File: src/rtl/div_pkg.sv
// Shared definitions for the sequential divider: FSM states, status-flag
// bit positions (common with the multiplier) and the default operand width.
package div_pkg;

  localparam int unsigned DIV_WIDTH = 8;

  localparam int unsigned FLAG_Z = 0;
  localparam int unsigned FLAG_S = 1;
  localparam int unsigned FLAG_C = 2;
  localparam int unsigned FLAG_V = 3;

  typedef enum logic [1:0] {
    IDLE = 2'd0,
    RUN  = 2'd1,
    DONE = 2'd2
  } div_state_e;

endpackage

File: src/rtl/div_step.sv
// One restoring-division iteration: shift the next dividend bit into the
// partial remainder and subtract the divisor when it fits.
module div_step #(
  parameter int unsigned WIDTH = 8
) (
  input  logic [WIDTH:0]   rem_in,
  input  logic             dividend_bit,
  input  logic [WIDTH-1:0] divisor,
  output logic [WIDTH:0]   rem_out,
  output logic             q_bit
);

  logic [WIDTH:0] shifted;

  // A set top bit of rem_in means the true shifted value exceeds any divisor;
  // the modulo-2^(WIDTH+1) subtraction still yields the exact small result.
  assign shifted = {rem_in[WIDTH-1:0], dividend_bit};
  assign q_bit   = rem_in[WIDTH] | (shifted >= {1'b0, divisor});
  assign rem_out = q_bit ? (shifted - {1'b0, divisor}) : shifted;

endmodule

File: src/rtl/div_seq.sv
// Sequential unsigned divider: one quotient bit per clock, results and
// status flags held from one completion to the next.
module div_seq
  import div_pkg::*;
#(
  parameter int unsigned WIDTH = DIV_WIDTH
) (
  input  logic             clk,
  input  logic             reset,
  input  logic             start,
  input  logic [WIDTH-1:0] a,
  input  logic [WIDTH-1:0] b,
  output logic             busy,
  output logic             done,
  output logic [WIDTH-1:0] result,
  output logic [WIDTH-1:0] remainder,
  output logic [3:0]       status_flags
);

  localparam int unsigned CW = $clog2(WIDTH);

  div_state_e state_q, state_d;

  logic [WIDTH-1:0] dvd_q;
  logic [WIDTH-1:0] dvs_q;
  logic [WIDTH:0]   rem_q;
  logic [CW-1:0]    cnt_q;

  logic [WIDTH:0]   rem_next;
  logic             q_bit;
  logic [WIDTH-1:0] q_final;
  logic [3:0]       flags_run;
  logic [3:0]       flags_dz;

  div_step #(.WIDTH(WIDTH)) u_step (
    .rem_in       (rem_q),
    .dividend_bit (dvd_q[WIDTH-1]),
    .divisor      (dvs_q),
    .rem_out      (rem_next),
    .q_bit        (q_bit)
  );

  // Dividend register doubles as the quotient register as bits shift out.
  assign q_final = {dvd_q[WIDTH-2:0], q_bit};

  always_comb begin
    flags_run         = '0;
    flags_run[FLAG_Z] = (q_final == '0);
    flags_run[FLAG_S] = q_final[WIDTH-1];
    flags_run[FLAG_C] = (rem_next[WIDTH-1:0] != '0);
    flags_dz          = '0;
    flags_dz[FLAG_V]  = 1'b1;
    flags_dz[FLAG_S]  = 1'b1;
    flags_dz[FLAG_C]  = (a != '0);
  end

  always_comb begin
    state_d = state_q;
    case (state_q)
      IDLE:    if (start) state_d = (b == '0) ? DONE : RUN;
      RUN:     if (cnt_q == '0) state_d = DONE;
      DONE:    state_d = IDLE;
      default: state_d = IDLE;
    endcase
  end

  always_ff @(posedge clk) begin
    if (reset) state_q <= IDLE;
    else       state_q <= state_d;
  end

  always_ff @(posedge clk) begin
    if (reset) begin
      dvd_q        <= '0;
      dvs_q        <= '0;
      rem_q        <= '0;
      cnt_q        <= '0;
      result       <= '0;
      remainder    <= '0;
      status_flags <= '0;
    end else begin
      case (state_q)
        IDLE: begin
          if (start && (b != '0)) begin
            dvd_q <= a;
            dvs_q <= b;
            rem_q <= '0;
            cnt_q <= CW'(WIDTH - 1);
          end else if (start) begin
            result       <= '1;
            remainder    <= a;
            status_flags <= flags_dz;
          end
        end
        RUN: begin
          dvd_q <= q_final;
          rem_q <= rem_next;
          cnt_q <= cnt_q - 1'b1;
          if (cnt_q == '0) begin
            result       <= q_final;
            remainder    <= rem_next[WIDTH-1:0];
            status_flags <= flags_run;
          end
        end
        default: ;
      endcase
    end
  end

  assign busy = (state_q != IDLE);
  assign done = (state_q == DONE);

endmodule

File: config.mk
export PLATFORM = sky130hd
export DESIGN_NAME = div_seq
export DESIGN_NICKNAME = d
export VERILOG_FILES = /design/src/rtl/div_pkg.sv /design/src/rtl/div_step.sv /design/src/rtl/div_seq.sv
export SDC_FILE = /design/constraint.sdc
export NUM_CORES = 1
export LEC_CHECK = 0
export CORE_ASPECT_RATIO = 1.1
export CORE_MARGIN = 1.5
export CORE_UTILIZATION = 53
export DETAILED_ROUTE_END_ITERATION = 16
export HOLD_SLACK_MARGIN = 0.12
export PLACE_DENSITY = 0.79
export SYNTH_ARGS = -nofsm -noshare
export SYNTH_HDL_FRONTEND = slang
export SYNTH_HIERARCHICAL = 1
export SYNTH_SLANG_ARGS = --single-unit
File: constraint.sdc
create_clock -name clk -period 2.6 [get_ports clk]
set_clock_uncertainty 0.05 [all_clocks]
set_input_delay 0.26 -clock clk [delete_from_list [all_inputs] [get_ports clk]]
set_output_delay 0.26 -clock clk [all_outputs]
set_load 0.02 [all_outputs]
==> impl_metrics.xml <==
<?xml version="1.0" encoding="UTF-8"?>
<metrics>
  <group name="outcome">
    <metric name="run_status" unit="">finished clean</metric>
  </group>
  <group name="sta">
    <metric name="slew_viol_final" unit="">0</metric>
    <metric name="setup_tns" unit="ps">0</metric>
    <metric name="timing.fmax" unit="MHz">390</metric>
    <metric name="period_minus_slack" unit="ps">2560</metric>
    <metric name="max_slew.worst_pin.slew" unit="ps">967</metric>
    <metric name="timing.final.crit_share" unit="%">98.5</metric>
    <metric name="setup_viol" unit="">0</metric>
    <metric name="final-hold-violation-count" unit="">0</metric>
    <metric name="hold_slack" unit="ps">407</metric>
    <metric name="slew_headroom" unit="%">35.6</metric>
    <metric name="worst_setup_slack_final" unit="ps">39.2</metric>
  </group>
  <group name="global_route">
    <metric name="grt_util_all_layers" unit="%">23.2</metric>
    <metric name="grt_antenna_before_repair" unit="">0</metric>
    <metric name="first_global_vias" unit="">2100</metric>
    <metric name="grt_start_max_net_pins" unit="">50</metric>
    <metric name="global_route_wire_length_before_repair" unit="um">9980</metric>
    <metric name="global_route.overflow_total" unit="">0</metric>
  </group>
  <group name="die">
    <metric name="io-pin-count" unit="">41</metric>
    <metric name="fp.dieH" unit="um">76.2</metric>
    <metric name="floorplan.die_area" unit="um^2">5300</metric>
    <metric name="floorplan.die.width" unit="um">69.5</metric>
    <metric name="core" unit="um^2">4650</metric>
    <metric name="initial_utilization" unit="%">55.5</metric>
    <metric name="fp-row-count" unit="">26</metric>
  </group>
  <group name="worst_setup_path">
    <metric name="crit_path_max_fanout" unit="">7</metric>
    <metric name="reg2reg_setup_slack" unit="ps">40</metric>
    <metric name="timing.critical_path.required" unit="ps">2710</metric>
    <metric name="library_cell_appearing_most_often_on_the_critical_path" unit="">sky130_fd_sc_hd__nand3_1</metric>
    <metric name="cp_top_family" unit="">simple AND/OR/NAND/NOR gates</metric>
    <metric name="cp_slowest_cell" unit="">sky130_fd_sc_hd__dfxtp_1</metric>
    <metric name="worstPathBufferInverterCount" unit="">0</metric>
    <metric name="setup.worst_path.end_class" unit="">register</metric>
    <metric name="critical-path-max-stage-delay" unit="ps">410</metric>
    <metric name="cp_cell_sequence" unit="">ha_2, o211ai_2, a21oi_2, o211ai_4, and2_4, mux2_4, nor4_2, nand3_1, nand3_1, a21oi_1</metric>
    <metric name="worstSetupStartpointType" unit="">register</metric>
    <metric name="worst_r2r_endpoint" unit="">status_flags[2]</metric>
    <metric name="arrival" unit="ps">2670</metric>
    <metric name="worstReg2RegStart" unit="">rem_q[1]</metric>
    <metric name="timing.setup.critical_path_class" unit="">reg2reg</metric>
    <metric name="reg2reg_depth" unit="">10</metric>
  </group>
  <group name="clock_tree">
    <metric name="holdBufCountCts" unit="">0</metric>
    <metric name="clk_transition_reported_paths" unit="ps">100</metric>
    <metric name="cts-root-to-sink-buffers" unit="">2</metric>
    <metric name="clock-sinks" unit="">49</metric>
    <metric name="cts_inserted_buffers" unit="">5</metric>
    <metric name="tritoncts_clock_tree" unit="">done</metric>
    <metric name="ctsHtreeMaxLevel" unit="">2</metric>
    <metric name="worst_skew_pair.late_latency" unit="ps">310</metric>
    <metric name="clock-root-buffer" unit="">sky130_fd_sc_hd__clkbuf_8</metric>
  </group>
  <group name="final_layout">
    <metric name="fin_cells" unit="">410</metric>
    <metric name="antenna_cells_inserted" unit="">0</metric>
    <metric name="seqCellArea" unit="um^2">982</metric>
    <metric name="final_common_cell" unit="">sky130_fd_sc_hd__nand2_1</metric>
    <metric name="areaGrowthSynthToFinish" unit="%">23.6</metric>
    <metric name="multi_input_area" unit="um^2">1450</metric>
    <metric name="post_route_cells_drive_above_1_share" unit="%">14.4</metric>
    <metric name="layout_common_cells" unit="">52 x sky130_fd_sc_hd__nand2_1, 48 x sky130_fd_sc_hd__dfxtp_1, 39 x sky130_fd_sc_hd__nor2_1, 39 x sky130_fd_sc_hd__clkdlybuf4s50_1, 22 x sky130_fd_sc_hd__a21oi_1</metric>
    <metric name="filler_cell_count" unit="">414</metric>
    <metric name="design.final.nets" unit="">383</metric>
  </group>
  <group name="min_path">
    <metric name="worstHoldPathType" unit="">reg2reg</metric>
    <metric name="endpoint_worst_hold" unit="">dvs_q[6]</metric>
    <metric name="hold_path.startpoint" unit="">dvs_q[6]</metric>
    <metric name="whs_path_depth" unit="">2</metric>
  </group>
  <group name="synthesis">
    <metric name="dominantRegCellSynth" unit="">sky130_fd_sc_hd__dfxtp_1</metric>
    <metric name="synth_async_sr_flop_share" unit="%">0</metric>
    <metric name="library_cells_used_by_synthesis" unit="">44</metric>
    <metric name="top_cell_type_by_total_area_after_synthesis" unit="">sky130_fd_sc_hd__dfxtp_1</metric>
    <metric name="ys_seq_area_share" unit="%">38.0</metric>
    <metric name="area_fraction_of_the_dominant_cell_type_after_synthesis" unit="%">38.0</metric>
    <metric name="synth-seq-cells" unit="">49</metric>
    <metric name="synth_area" unit="um^2">2580</metric>
    <metric name="synthesis.area_per_instance" unit="um^2">8.22</metric>
    <metric name="synthTopCellsByArea" unit="">sky130_fd_sc_hd__dfxtp_1 38%, sky130_fd_sc_hd__nand2_1 7.6%, sky130_fd_sc_hd__nor2_1 5.7%</metric>
    <metric name="post_synth_inst_count" unit="">314</metric>
    <metric name="synth-edff-count" unit="">0</metric>
    <metric name="yosys_warnings" unit="">6</metric>
    <metric name="synth_fp_nets" unit="">344</metric>
  </group>
  <group name="power">
    <metric name="power_leakage" unit="nW">1.18</metric>
    <metric name="vdd_drop_max" unit="mV">0.448</metric>
    <metric name="p_per_area" unit="nW/um^2">788</metric>
  </group>
  <group name="flow_run">
    <metric name="drv_cap" unit="">0</metric>
  </group>
  <group name="place">
    <metric name="placed_cells" unit="">400</metric>
    <metric name="dpl.hpwl" unit="um">4370</metric>
    <metric name="pre_cts_slack" unit="ps">-104</metric>
    <metric name="gp_routability_congestion" unit="">0.913</metric>
    <metric name="numPortBuffers" unit="">40</metric>
  </group>
  <group name="drt">
    <metric name="vias" unit="">2354</metric>
    <metric name="detail_route.wirelength" unit="um">6070</metric>
    <metric name="dr.first_iter.drc_count" unit="">234</metric>
    <metric name="post-route-drc-count" unit="">0</metric>
    <metric name="viasPerCell" unit="">5.74</metric>
    <metric name="drt_pre_antenna_iters" unit="">4</metric>
    <metric name="ant_nets" unit="">0</metric>
    <metric name="avgRoutedWirePerCell" unit="um">14.8</metric>
  </group>
</metrics>
[area by class of cell]
cell class | instances | area share, %
Sequential cell | 49 | 30.8
Multi-Input combinational cell | 229 | 45.4
Inverter | 16 | 1.88
Clock inverter | 2 | 1.18
Timing Repair Buffer | 52 | 16.0
Tap cell | 56 | 2.20
Clock buffer | 6 | 2.59
[synth_stat cells, types with 2 or more instances]
cell                        n
sky130_fd_sc_hd__nand2_1   52
sky130_fd_sc_hd__dfxtp_1   49
sky130_fd_sc_hd__nor2_1    39
sky130_fd_sc_hd__a21oi_1   24
sky130_fd_sc_hd__nand3_1   17
sky130_fd_sc_hd__inv_1     16
sky130_fd_sc_hd__clkbuf_1  11
sky130_fd_sc_hd__nor3_1    11
sky130_fd_sc_hd__ha_1      10
sky130_fd_sc_hd__a311oi_1   8
sky130_fd_sc_hd__a311oi_2   8
sky130_fd_sc_hd__nand2b_1   7
sky130_fd_sc_hd__o21ai_0    6
sky130_fd_sc_hd__a211oi_1   5
sky130_fd_sc_hd__buf_4      5
sky130_fd_sc_hd__nor4_1     5
sky130_fd_sc_hd__buf_6      4
sky130_fd_sc_hd__nand4_1    3
sky130_fd_sc_hd__nor2b_1    3
sky130_fd_sc_hd__xnor2_1    3
sky130_fd_sc_hd__a221oi_1   2
sky130_fd_sc_hd__mux2_4     2
sky130_fd_sc_hd__o31ai_1    2
sky130_fd_sc_hd__or4_4      2
[report_power, final]
part | internal, W | switching [W]
Combinational | 0.000479 | 0.000567
Clock | 0.000313 | 0.000265
Sequential | 0.000831 | 0.0000583
Total | 0.00162 | 0.000890
[cells by family (layout without fill, tap and decap cells)]
kind of cell | after synthesis | after routing | share of synthesized area, %
AOI/OAI and AO/OA | 66 | 66 | 20.8
buffers and inverters | 36 | 76 | 7.13
muxes | 2 | 2 | 1.16
DFF | 49 | 49 | 38.0
adders and majority gates | 11 | 11 | 5.62
xor gates and xnor gates | 4 | 4 | 1.36
and+or+nand+nor | 146 | 146 | 25.9
[what timing repair did]
action | 4_1_cts | 5_1_grt
resized for setup | 3 | 7
pin swaps | 1 | 3
endpoints found under the setup margin | 2 | 3
setup buffers | 0 | 2
[tightest hold or removal path: cells and delay by family (launching register included)]
| kind | cells | cell delay (ps) |
|---|---|---|
| AO/OA/AOI/OAI | 1 | 50 |
| flip-flops | 1 | 320 |
| AND/OR/NAND/NOR | 1 | 50 |
[state kept, by name, indices dropped and copies added, names as in the netlist]
name	cells
cnt_q	3
result	7
remainder	8
dvs_q	8
state_q	2
rem_q	9
dvd_q	8
status_flags	4
[worst max-delay path by stage]
stage	start	endpoint	cells past startpoint
CTS	dvd_q[7]	status_flags[2]	12
global placement	dvd_q[7]	status_flags[2]	12
finish	rem_q[1]	status_flags[2]	10
floorplan	dvs_q[6]	status_flags[2]	12
detailed placement	dvd_q[7]	status_flags[2]	12
global route	dvs_q[6]	status_flags[2]	12
[routing by layer]
metal	part of all wire, %	GRT usage, %	wire [um]
met4	1.6	7.45	99
met5	0	0	0
met1	44	30.6	2690
met3	4.8	4.89	291
met2	49	37.9	2990
[per-stage QoR]
step / util [%] / cell area, um^2 / power [W]
6_report: 68.6 / 3190 / 0.00251
5_1_grt: 68.6 / 3190 / 0.00266
3_3_place_gp: 65.0 / 3020 / 0.00185
2_1_floorplan: - / 2580 / 0.00162
4_1_cts: 67.8 / 3150 / 0.00245
3_5_place_dp: 65.0 / 3020 / 0.00187
Power figures use the tool's default switching activity.
